<file path="src/rtl/inst_fetch.sv">
// Instruction-fetch stage: owns the PC, issues word reads on the imem req/ack bus
// and feeds IF/ID through a registered output slot backed by a one-entry skid buffer.
module inst_fetch #(
  parameter int ADDR_W = 32,
  parameter int INST_W = 32,
  parameter logic [ADDR_W-1:0] RESET_PC = '0
) (
  input  logic              clk,
  input  logic              rst,
  input  logic              stall_i,
  input  logic              branch_flag_i,
  input  logic [ADDR_W-1:0] branch_target_i,
  output logic              imem_req_o,
  output logic [ADDR_W-1:0] imem_addr_o,
  input  logic              imem_ack_i,
  input  logic [INST_W-1:0] imem_rdata_i,
  output logic              if_valid_o,
  output logic [ADDR_W-1:0] if_pc_o,
  output logic [INST_W-1:0] if_inst_o
);

  typedef enum logic [1:0] {IDLE, REQ, FULL} state_t;

  typedef struct packed {
    logic [ADDR_W-1:0] pc;
    logic [INST_W-1:0] inst;
  } fetch_t;

  state_t            state;
  logic [ADDR_W-1:0] pc;
  fetch_t            skid;
  logic              drop;

  logic              slot_free;
  logic [ADDR_W-1:0] tgt;
  logic [ADDR_W-1:0] addr_nxt;

  assign slot_free = !if_valid_o || !stall_i;
  assign tgt       = {branch_target_i[ADDR_W-1:2], 2'b00};
  assign addr_nxt  = imem_addr_o + ADDR_W'(4);

  always_ff @(posedge clk) begin
    if (rst) begin
      state       <= IDLE;
      pc          <= RESET_PC;
      imem_req_o  <= 1'b0;
      imem_addr_o <= '0;
      if_valid_o  <= 1'b0;
      if_pc_o     <= '0;
      if_inst_o   <= '0;
      skid        <= '0;
      drop        <= 1'b0;
    end else begin
      if (if_valid_o && !stall_i)
        if_valid_o <= 1'b0;

      if (branch_flag_i) begin
        if_valid_o <= 1'b0;
        pc         <= tgt;
        skid       <= '0;
        // An unacked read can't be cancelled on this bus: swallow its ack later.
        if (state == REQ && !imem_ack_i) begin
          drop <= 1'b1;
        end else begin
          drop        <= 1'b0;
          state       <= REQ;
          imem_req_o  <= 1'b1;
          imem_addr_o <= tgt;
        end
      end else begin
        unique case (state)
          IDLE: begin
            state       <= REQ;
            imem_req_o  <= 1'b1;
            imem_addr_o <= pc;
          end
          REQ: begin
            if (imem_ack_i) begin
              if (drop) begin
                drop        <= 1'b0;
                imem_addr_o <= pc;
              end else if (slot_free) begin
                if_valid_o  <= 1'b1;
                if_pc_o     <= imem_addr_o;
                if_inst_o   <= imem_rdata_i;
                pc          <= addr_nxt;
                imem_addr_o <= addr_nxt;
              end else begin
                skid       <= '{pc: imem_addr_o, inst: imem_rdata_i};
                pc         <= addr_nxt;
                imem_req_o <= 1'b0;
                state      <= FULL;
              end
            end
          end
          FULL: begin
            if (!stall_i) begin
              if_valid_o  <= 1'b1;
              if_pc_o     <= skid.pc;
              if_inst_o   <= skid.inst;
              state       <= REQ;
              imem_req_o  <= 1'b1;
              imem_addr_o <= pc;
            end
          end
          default: state <= IDLE;
        endcase
      end
    end
  end

endmodule

</file>
<file path="config.mk">
export PLATFORM = sky130hd
export DESIGN_NAME = inst_fetch
export DESIGN_NICKNAME = d
export VERILOG_FILES = /design/src/rtl/inst_fetch.sv
export SDC_FILE = /design/constraint.sdc
export NUM_CORES = 1
export LEC_CHECK = 0
export ABC_AREA = 1
export BUFFER_PORTS_ARGS = -buffer_cell sky130_fd_sc_hd__buf_4
export CELL_PAD_IN_SITES_DETAIL_PLACEMENT = 1
export CELL_PAD_IN_SITES_GLOBAL_PLACEMENT = 1
export CORE_ASPECT_RATIO = 1.75
export CORE_MARGIN = 1
export CORE_UTILIZATION = 35
export DETAILED_ROUTE_END_ITERATION = 10
export GPL_TIMING_DRIVEN = 0
export PLACE_DENSITY_LB_ADDON = 0.2
export SYNTH_ARGS = -nofsm -noshare
export SYNTH_HDL_FRONTEND = slang
export SYNTH_SLANG_ARGS = --single-unit
</file>
<file path="constraint.sdc">
create_clock -name clk -period 2.1 [get_ports clk]
set_input_delay 0 -clock clk [delete_from_list [all_inputs] [get_ports clk]]
set_output_delay 0 -clock clk [all_outputs]
set_load 0.05 [all_outputs]
</file>
After elaboration in Yosys (flattened, before gate mapping)
Cells that the tools add are included.

Register bits: 197. Bits of input ports: 69. Output and inout bits: 98. Word-level logic and storage cells: 93.

Add/subtract/negate cells: 1. Equality and inequality tests: 13. Multiplexer cells: 45. Bitwise gates (word level): 3. Reduce and logical (&&, ||, !) cells: 20.

Operator list (number): $mux W32 (18); $pmux W32 S2 (2); $pmux W32 S3 (1); $add A32 B3 Y32 const B (1); $mux W1 (15); $mux W2 (6); $ne A2 B2 Y1 const B (6); $ne A3 B3 Y1 const B (4); $reduce_and A6 Y1 (2); $reduce_and A5 Y1 (2); $pmux W2 S3 (1); $reduce_and A3 Y1 (2); $reduce_bool A2 Y1 (3); $ne A4 B4 Y1 const B (1); $reduce_and A4 Y1 (1); $reduce_bool A4 Y1 (1); $logic_not A1 Y1 (3); $not A1 Y1 (3); $pmux W1 S3 (1); $eq A2 B1 Y1 const B (1); $eq A2 B2 Y1 const B (1); $logic_and A1 B1 Y1 (2); $logic_not A2 Y1 (1); $pmux W1 S2 (1); other kinds (3) (3).

Longest topological paths before layout
Depth after elaboration: 7. Depth in mapped cells: 13. Depth with buffers taken out: 11.

Worst setup path before layout
OpenSTA, ideal clock, no wires.

Kind: flip-flop to flip-flop. From: register imem_addr_o[2]. To: register pc[20]. Library setup time: 0.128 ns. Arrival time: 1.793 ns. Required time: 1.972 ns. Setup slack: 0.180 ns. Stages on the path, launching flop included: 11. Buffers on the path: 0. Cells stage by stage: dfxtp_1 ha_1 nand2_1 nor2_2 nand2_2 nor2_4 nand2_1 nand2_1 nand2_1 a21oi_1 nor2_1.

Longest elaborated chain between the ends: 5.

RTL lines: start, declared (line 14) `output logic [ADDR_W-1:0] imem_addr_o,`; start signal, assigned (line 68) `imem_addr_o <= tgt;`; start signal, assigned (line 75) `imem_addr_o <= pc;`; start signal, assigned (line 81) `imem_addr_o <= pc;`; $add A32 B3 Y32 (line 40) `assign addr_nxt = imem_addr_o + ADDR_W'(4);`; $mux W32 (line 79) `if (drop) begin`; $mux W32 (line 78) `if (imem_ack_i) begin`; $mux W32 (line 71) `unique case (state)`; $mux W32 (line 57) `if (branch_flag_i) begin`; end signal, assigned (line 59) `pc <= tgt;`; end signal, assigned (line 86) `pc <= addr_nxt;`; end signal, assigned (line 90) `pc <= addr_nxt;`; end, declared (line 30) `logic [ADDR_W-1:0] pc;`.

Every way passes these cells. The select of a mux whose other input is x is not followed. A chain may end at the register's enable or synchronous reset.

Worst setup path in the final report
From: register state[0]. To: register imem_addr_o[30].

Longest elaborated chain between the ends: 4.

RTL lines: start, declared (line 29) `state_t state;`; start signal, assigned (line 44) `state <= IDLE;`; start signal, assigned (line 66) `state <= REQ;`; start signal, assigned (line 73) `state <= REQ;`; $eq A2 B1 Y1 (line 62, 71); $logic_and A1 B1 Y1 (line 62) `if (state == REQ && !imem_ack_i) begin`; $ne A2 B2 Y1 (no line); $reduce_and A5 Y1 (no line).

Several ways; a longest one is shown, not always the timed one.

==> out/metrics.cfg <==
[outcome]
status=finished with violations
violations=DRC

[setup_path]
end_kind=register
startpoint=state[0]
slowest_stage=dfxtp_1
cp_common_cell=nand2_1
cp.required_ns=2.45
rr_startpoint=state[0]
cp.arrival_ns=2.30
path_cells=inv_1, ha_1, buf_2, nor3_2, nor2_4, o21ai_4, buf_6, nand2_1, nand2_1, a21oi_1
r2r_setup_slack_ns=0.15
path_max_fanout=10
r2r_cells=10
start_kind=register
timing.rr.end=imem_addr_o[30]
crit_type=reg2reg
worst_path_largest_cell_delay_ns=0.39
cp_top_family=buffers and inverters
crit_buf_inv=3

[synthesis]
yosysTopAreaCell=dfxtp_1
syn_avg_cell_area_um2=6.78
synth_top_flop_cell=dfxtp_1
ys_types=37
synth_edf_count=0
syn_nets=1443
ys_top_cells_by_area=dfxtp_1 (42%), nand2_1 (12%), o21ai_0 (11%)
syn_inst=1370
synth_seq_cells=197
synthesis.area_mm2=0.00928
synth_most_common_cell=nand2_1
synth_top_area_share=0.425
async_flop_share=0
yosys-top-cells-count=nand2_1 (304), nor2_1 (213), o21ai_0 (213)
yosys_warnings=0
ys_seq_area_frac=0.425

[sta]
grt_setup_unrepaired=no
hold_ws_ns=0.111
setup_viol=0
tns_ns=0
worst_pin_slew_ns=0.680
final.setup_skew_ns=0.0116
max_freq_mhz=513
final.min_clock_period_ns=1.95
slew_headroom=0.546
maxSlewViolCount=0
hold_violations=0
fin_crit_sh=0.928

[drt]
drt-initial-drc-count=467
wire_per_inst_um=17.1
num_vias=9760
first_pass_iters=8
ant_nets=0
drc=18
via_per_inst=5.01
wl_mm=33.4

[clocking]
cts_tree=done
root_buffer=clkbuf_16
cts_inserted_buffers=17
clk_latency_ns=0.46
clockBufferDepth=2
numClockSinks=197
cts_max_level=4
path_clk_slew_ns=0.07

[floorplanning]
io_pins=167
rows=78
chipWidth_um=125
die_area_mm2=0.0272
core-area_mm2=0.0260
die_y_um=217
start_util=0.358

[final_layout]
fin_util=0.469
nets=1690
antenna_cells=0
drive_gt1_frac=0.171
syn2layout_area_growth_pct=31.2

[pwr]
leakage_nw=5.23
p_per_area_mw_per_mm2=908
ir_drop_v=0.000573

[run]
maxCapViolations=0

[grt]
use_met1=0.257
overflow=0
grt_pass1_wl_mm=53.5
antenna_found_initial=0
grtUsageMet2=0.496
grt_pass1_vias=10451
grt_max_degree=17
grtUsageTotal=0.254
grt-busiest-layer=met2
grt_use_met3=0.0434

[hold_path]
whs_path_depth=4
hold_start=branch_flag_i
hp-class=in2reg
holdPathEnd=state[1]

[place]
place_hpwl_mm=25.9
portBuffers=162
gp_congestion=0.903

==> worst max path at each step <==
stage	to	slack, ns	depth (start not counted)
3_3_place_gp	imem_addr_o[26]	-0.11	9
6_report	imem_addr_o[30]	0.15	10
3_5_place_dp	imem_addr_o[24]	-0.19	9
2_1_floorplan	pc[20]	0.18	10
4_1_cts	pc[14]	0.008	11
5_1_grt	pc[19]	0.01	10
==> cell usage in the layout (no fill, tap or decap), types with 2 or more instances in the layout <==
| cell type | synthesis | layout |
|---|---|---|
| a211oi_1 | 16 | 16 |
| a21oi_1 | 102 | 102 |
| a31oi_1 | 10 | 10 |
| buf_1 | 5 | 5 |
| buf_2 | 29 | 26 |
| buf_4 | 6 | 168 |
| buf_6 | 9 | 11 |
| bufinv_16 | 0 | 2 |
| clkbuf_1 | 31 | 29 |
| clkbuf_16 | 0 | 17 |
| clkbuf_2 | 1 | 3 |
| clkbuf_4 | 0 | 3 |
| clkinv_2 | 0 | 3 |
| clkinv_4 | 0 | 3 |
| clkinvlp_4 | 0 | 4 |
| dfxtp_1 | 197 | 195 |
| dfxtp_2 | 0 | 2 |
| dlygate4sd3_1 | 0 | 66 |
| ha_1 | 4 | 4 |
| inv_1 | 123 | 123 |
| inv_2 | 6 | 6 |
| nand2_1 | 304 | 302 |
| nand2_2 | 8 | 9 |
| nand2_4 | 1 | 2 |
| nand3_1 | 41 | 41 |
| nor2_1 | 213 | 213 |
| nor2_2 | 8 | 8 |
| nor2_4 | 5 | 5 |
| o211a_1 | 3 | 3 |
| o21ai_0 | 213 | 203 |
| o21ai_1 | 10 | 20 |
| xor2_1 | 12 | 12 |
==> cells by family after synthesis <==
group	after synthesis	share of synthesized area
DFF	197	0.425
xor gates and xnor gates	13	0.0123
and+or+nand+nor	585	0.254
adders and majority gates	4	0.00539
AOI/OAI and AO/OA	359	0.204
buffers and inverters	212	0.0997
==> power by group <==
part	total (W)	switching, W	internal (W)
clock	0.00332	0.00154	0.00178
sequential	0.00437	0.000300	0.00407
combinational	0.00337	0.00233	0.00104
==> final cells by class <==
cell class                 count  area, µm²
timing repair buffer         228       1880
buffer                        81        457
multi-input combinational    961       4420
sequential                   197       3950
fill                        3373      13800
inverter                     131        494
tap                          320        400
clock inverter                12        131
clock buffer                  20        447
==> per-stage QoR <==
step | power, W | instances | area (µm²) | setup slack [ns]
3_3_place_gp | 0.00764 | 1852 | 10900 | -0.110
3_5_place_dp | 0.00770 | 1852 | 10900 | -0.188
2_1_floorplan | 0.00657 | 1370 | 9280 | 0.180
4_1_cts | 0.0111 | 1950 | 12100 | 0.00770
5_1_grt | 0.0116 | 1950 | 12200 | 0.0132
6_report | 0.0111 | 1950 | 12200 | 0.151
==> timing repair <==
item | 4_1_cts | 5_1_grt
gates cloned | 0 | 0
endpoints found under the hold margin | 118 | 0
buffers inserted | 0 | 0
hold buffers | 66 | 0
setup endpoints to repair | 19 | 82
resized for setup | 8 | 23
==> worst min-delay path, delay by kind of cell <==
kind	cells	cell delay, ns
AO/OA/AOI/OAI	2	0.30
buffers and inverters	1	0.18
AND/OR/NAND/NOR	1	0.05
==> metal layers <==
layer | up-vias | wire [µm]
met3 | 69 | 909
met5 | - | 0
met1 | 4613 | 13100
li1 | 4880 | -
met2 | 198 | 18100
met4 | 0 | 1290
==> state kept, by name (all words and copies together) (netlist names) <==
register / count
if_valid_o: 1
imem_addr_o: 32
imem_req_o: 1
pc: 32
if_inst_o: 32
if_pc_o: 32
drop: 1
skid: 64
state: 2
Power figures use the tool's default switching activity.
